## src/rtl/prism_in_cond.sv

```systemverilog
// Input conditioner for the PRISM in_data bus: per-channel debounce on a shared
// prescaled tick, clean levels, edge pulses, sticky edge flags and a maskable irq.
module prism_in_cond #(
    parameter int WIDTH = 8,
    parameter int PRE_W = 16
) (
    input  logic             clk,
    input  logic             rst,
    input  logic [WIDTH-1:0] din,
    input  logic             cfg_wr,
    input  logic [1:0]       cfg_addr,
    input  logic [31:0]      cfg_wdata,
    output logic [31:0]      cfg_rdata,
    output logic [WIDTH-1:0] dout,
    output logic [WIDTH-1:0] rise_pulse,
    output logic [WIDTH-1:0] fall_pulse,
    output logic             irq
);

    logic [PRE_W-1:0] r_prescale;
    logic [PRE_W-1:0] r_pcnt;
    logic [3:0]       r_thresh;
    logic [1:0]       r_irqen;
    logic [WIDTH-1:0] r_din_q;
    logic [WIDTH-1:0] r_dout;
    logic [WIDTH-1:0] r_dout_d;
    logic [WIDTH-1:0] r_rise_p;
    logic [WIDTH-1:0] r_fall_p;
    logic [WIDTH-1:0] r_rise_f;
    logic [WIDTH-1:0] r_fall_f;
    logic             r_irq;
    logic [3:0]       r_cnt [WIDTH];

    logic             w_tick;
    logic             w_wr_pre;
    logic             w_wr_thr;
    logic             w_wr_flags;
    logic             w_wr_en;
    logic [WIDTH-1:0] w_clr_rise;
    logic [WIDTH-1:0] w_clr_fall;
    logic             w_unused;

    assign w_tick     = (r_pcnt == r_prescale);
    assign w_wr_pre   = cfg_wr && (cfg_addr == 2'd0);
    assign w_wr_thr   = cfg_wr && (cfg_addr == 2'd1);
    assign w_wr_flags = cfg_wr && (cfg_addr == 2'd2);
    assign w_wr_en    = cfg_wr && (cfg_addr == 2'd3);
    assign w_clr_rise = w_wr_flags ? cfg_wdata[WIDTH-1:0]   : '0;
    assign w_clr_fall = w_wr_flags ? cfg_wdata[16 +: WIDTH] : '0;
    assign w_unused   = ^cfg_wdata;

    always_ff @(posedge clk or posedge rst) begin
        if (rst) begin
            r_prescale <= '0;
            r_pcnt     <= '0;
            r_thresh   <= 4'd2;
            r_irqen    <= 2'b00;
        end else begin
            if (w_wr_pre) begin
                r_prescale <= cfg_wdata[PRE_W-1:0];
            end
            if (w_wr_thr) begin
                r_thresh <= cfg_wdata[3:0];
            end
            if (w_wr_en) begin
                r_irqen <= cfg_wdata[1:0];
            end
            // A prescale write restarts the tick phase so the new period starts clean.
            if (w_wr_pre || w_tick) begin
                r_pcnt <= '0;
            end else begin
                r_pcnt <= r_pcnt + PRE_W'(1);
            end
        end
    end

    always_ff @(posedge clk or posedge rst) begin
        if (rst) begin
            r_din_q <= '0;
            r_dout  <= '0;
            for (int i = 0; i < WIDTH; i++) begin
                r_cnt[i] <= '0;
            end
        end else begin
            r_din_q <= din;
            for (int i = 0; i < WIDTH; i++) begin
                if (r_din_q[i] == r_dout[i]) begin
                    r_cnt[i] <= '0;
                end else if (r_thresh == 4'd0) begin
                    r_dout[i] <= r_din_q[i];
                end else if (w_tick) begin
                    // >= lets a lowered threshold qualify a long-running count at once.
                    if (({1'b0, r_cnt[i]} + 5'd1) >= {1'b0, r_thresh}) begin
                        r_dout[i] <= r_din_q[i];
                        r_cnt[i]  <= '0;
                    end else if (r_cnt[i] != 4'hF) begin
                        r_cnt[i] <= r_cnt[i] + 4'd1;
                    end
                end
            end
        end
    end

    always_ff @(posedge clk or posedge rst) begin
        if (rst) begin
            r_dout_d <= '0;
            r_rise_p <= '0;
            r_fall_p <= '0;
            r_rise_f <= '0;
            r_fall_f <= '0;
            r_irq    <= 1'b0;
        end else begin
            r_dout_d <= r_dout;
            r_rise_p <= r_dout & ~r_dout_d;
            r_fall_p <= ~r_dout & r_dout_d;
            // A new edge in the same cycle as its clear keeps the flag set.
            r_rise_f <= (r_rise_f & ~w_clr_rise) | r_rise_p;
            r_fall_f <= (r_fall_f & ~w_clr_fall) | r_fall_p;
            r_irq    <= (|(r_rise_f & {WIDTH{r_irqen[0]}})) |
                        (|(r_fall_f & {WIDTH{r_irqen[1]}}));
        end
    end

    always_comb begin
        cfg_rdata = '0;
        case (cfg_addr)
            2'd0: cfg_rdata[PRE_W-1:0] = r_prescale;
            2'd1: cfg_rdata[3:0] = r_thresh;
            2'd2: begin
                cfg_rdata[WIDTH-1:0]   = r_rise_f;
                cfg_rdata[16 +: WIDTH] = r_fall_f;
            end
            default: cfg_rdata[1:0] = r_irqen;
        endcase
    end

    assign dout       = r_dout;
    assign rise_pulse = r_rise_p;
    assign fall_pulse = r_fall_p;
    assign irq        = r_irq;

endmodule

```

## config.mk

```make
export PLATFORM = sky130hd
export DESIGN_NAME = prism_in_cond
export DESIGN_NICKNAME = d
export VERILOG_FILES = /design/src/rtl/prism_in_cond.sv
export SDC_FILE = /design/constraint.sdc
export NUM_CORES = 1
export LEC_CHECK = 0
export CORE_MARGIN = 1
export CORE_UTILIZATION = 59
export CTS_CLUSTER_SIZE = 10
export DETAILED_ROUTE_END_ITERATION = 8
export PLACE_DENSITY = 0.86
export SETUP_SLACK_MARGIN = 0.15
export SLEW_MARGIN = 10
export SYNTH_ARGS = -nofsm -noshare
export SYNTH_HDL_FRONTEND = slang
export SYNTH_SLANG_ARGS = --single-unit
```

## constraint.sdc

```tcl
create_clock -name clk -period 8.8 [get_ports clk]
set_clock_uncertainty 0.05 [all_clocks]
set_input_delay 1.76 -clock clk [delete_from_list [all_inputs] [get_ports clk]]
set_output_delay 1.76 -clock clk [all_outputs]
set_load 0.02 [all_outputs]
```

==> impl_metrics.json <==
{
  "fin_crit_ps": 5890,
  "regArea_um2": 3180,
  "ir_worst_vdd_mv": 0.266,
  "clk_pin_slew_ps": 60,
  "grt_pass1_vias": 5237,
  "status": "finished clean",
  "clock_latency_ps": 530,
  "h-tree-depth": 4,
  "cpMostUsedCell": "clkdlybuf4s50_1",
  "wire_per_inst_um": 18.9,
  "syn_inst": 604,
  "powerDensity_nw_per_um2": 259,
  "tightest_slew_ps": 915,
  "place.port_buffers": 85,
  "vias_per_cell": 6.02,
  "path_max_fanout": 12,
  "fmax_mhz": 170,
  "setup_viol": 0,
  "critical_path_class": "input port to primary output",
  "cts-root-buf": "clkbuf_8",
  "cts_buffer_depth": 2,
  "whs_endpoint": "rise_pulse[6]",
  "cp_data_required_time_ps": 6990,
  "fill_cells": 700,
  "multiInputGateArea_um2": 3330,
  "rsz0062_at_grt": "no",
  "synth-seq-cells": 127,
  "leakage_nw": 3.63,
  "antenna_found_initial": 0,
  "syn_to_final_growth_pct": 22.8,
  "remaining_drc_errors": 0,
  "start_util_pct": 60.9,
  "grt_max_degree": 70,
  "crit_chain": "clkdlybuf4s50_1 > nor2b_1 > nand2_1 > o21ai_0 > clkdlybuf4s50_1",
  "synth_edf_count": 0,
  "dp_hpwl_um": 10900,
  "slowest_delay_ps": 830,
  "crit_slowest_cell": "clkdlybuf4s50_1",
  "hp-start": "r_dout_d[6]",
  "syn_area_per_cell_um2": 11.0,
  "cp-start-kind": "input port",
  "yosys_warnings": 0,
  "drv_cap": 0,
  "finalWeightedCongestion": 0.836,
  "whs_path_depth": 1,
  "slew_viol_final": 0,
  "wl_um": 16000,
  "num_vias": 5099,
  "postCtsSetupBuffers": 0,
  "end_kind": "primary output",
  "num_io_pins": 102,
  "die_x_um": 108,
  "cts_tree": "built",
  "die_area_um2": 11700,
  "grt_pass1_wl_um": 25700,
  "drive_gt1_share_pct": 12.6,
  "diodes": 0,
  "ant_nets": 0,
  "hold_buffers": 0,
  "r2r-end": "r_cnt[14]",
  "core_area_um2": 10900,
  "firstDrtPassIters": 4,
  "synth-seq-area-share_pct": 48.0,
  "slew_headroom_pct": 39.0,
  "layout_common_cells": "dfrtp_1, clkdlybuf4s50_1, nand2_1",
  "min_period_over_period_pct": 67.0,
  "post_synth_num_cell_types": 49,
  "top_regs": "r_cnt: 32 flops, r_pcnt: 16 flops, r_prescale: 16 flops",
  "crit_buf_inv": 2,
  "hold_viol": 0,
  "final_common_cell": "dfrtp_1",
  "path_delay_family": "buffers and inverters",
  "hp-class": "flip-flop to flip-flop",
  "max_flop_register": "r_cnt",
  "finalPower_mw": 2.10,
  "largest_reg_flops": 32,
  "synth_ff_type": "dfrtp_1",
  "layout.nets": 780,
  "async_flop_share_pct": 100,
  "netlist_area_um2": 6630,
  "initialDrtViolationCount": 445,
  "overflow": 0,
  "critPathArrivalTime_ps": 4080,
  "ctsResizeCount": 0,
  "regToRegSetupSlack_ps": 5720,
  "num_rows": 38,
  "reg2reg_from": "r_pcnt[0]",
  "clock-sinks": 127,
  "dieHeight_um": 108,
  "grtUsageTotal_pct": 29.5,
  "reg2reg_depth": 5,
  "cts_buffers": 17,
  "fin_setup_tns_ps": 0
}
## area by class of cell
type                       count  area share [%]
multi-input combinational    453            40.9
sequential                   127            39.1
timing repair buffer          88            10.7
clock buffer                  19            5.31
tap                          140            2.15
clock inverter                13            1.46
inverter                       7           0.354
## per-layer routing
layer / up-vias / global-route usage, % / wire, um
met3: 40 / 7.17 / 826
li1: 2339 / - / -
met2: 174 / 48.8 / 8300
met1: 2546 / 35.6 / 6440
met5: - / 0 / 0
met4: 0 / 15.6 / 459
## metrics by stage
step	worst slack (ps)	util (%)	hold slack (ps)	std cells	area, um2
after global routing	2790	74.7	385	847	8140
after CTS	2930	74.7	369	847	8140
final	2910	74.7	365	847	8140
after floorplan	3610	-	345	611	6650
after global placement	3040	69.7	348	815	7590
after detailed placement	3010	69.7	355	815	7590
## cells in the mapped netlist (13+ instances only)
library cell | n | area share [%]
and2_1 | 17 | 1.6
nand2_1 | 51 | 2.9
nor2b_1 | 18 | 1.7
nand3_1 | 23 | 1.7
xnor2_1 | 13 | 1.7
a21oi_1 | 15 | 1.1
a21o_1 | 16 | 1.8
nor4_1 | 15 | 1.4
ha_1 | 41 | 7.7
xor2_1 | 42 | 5.6
mux2_2 | 30 | 5.1
o21ai_0 | 19 | 1.4
dfrtp_1 | 126 | 48
nor2_1 | 25 | 1.4
clkbuf_1 | 13 | 0.74
## worst max-delay path by stage
stage | from | endpoint | slack, ps | cells past startpoint
after floorplan | rst | dout[0] | 3610 | 1
after global placement | cfg_addr[1] | cfg_rdata[2] | 3040 | 5
after detailed placement | cfg_addr[1] | cfg_rdata[3] | 3010 | 5
after CTS | cfg_addr[1] | cfg_rdata[3] | 2930 | 5
after global routing | cfg_addr[1] | cfg_rdata[3] | 2790 | 5
final | cfg_addr[1] | cfg_rdata[2] | 2910 | 5
## power breakdown
part / internal (mW) / leakage [nW] / switching (mW)
Sequential: 0.722 / 1.58 / 0.154
Clock: 0.381 / 0.248 / 0.266
Combinational: 0.281 / 1.80 / 0.300
## kinds of logic after synthesis
logic type,Yosys count,share of synthesized area (%)
mux,44,7.59
flops,127,48.0
simple gates,208,16.8
fa+ha+maj,41,7.74
buf+inv,31,2.27
compound gates,97,10.3
other cells,1,0.0566
xor+xnor,55,7.27
Power figures use the tool's default switching activity.
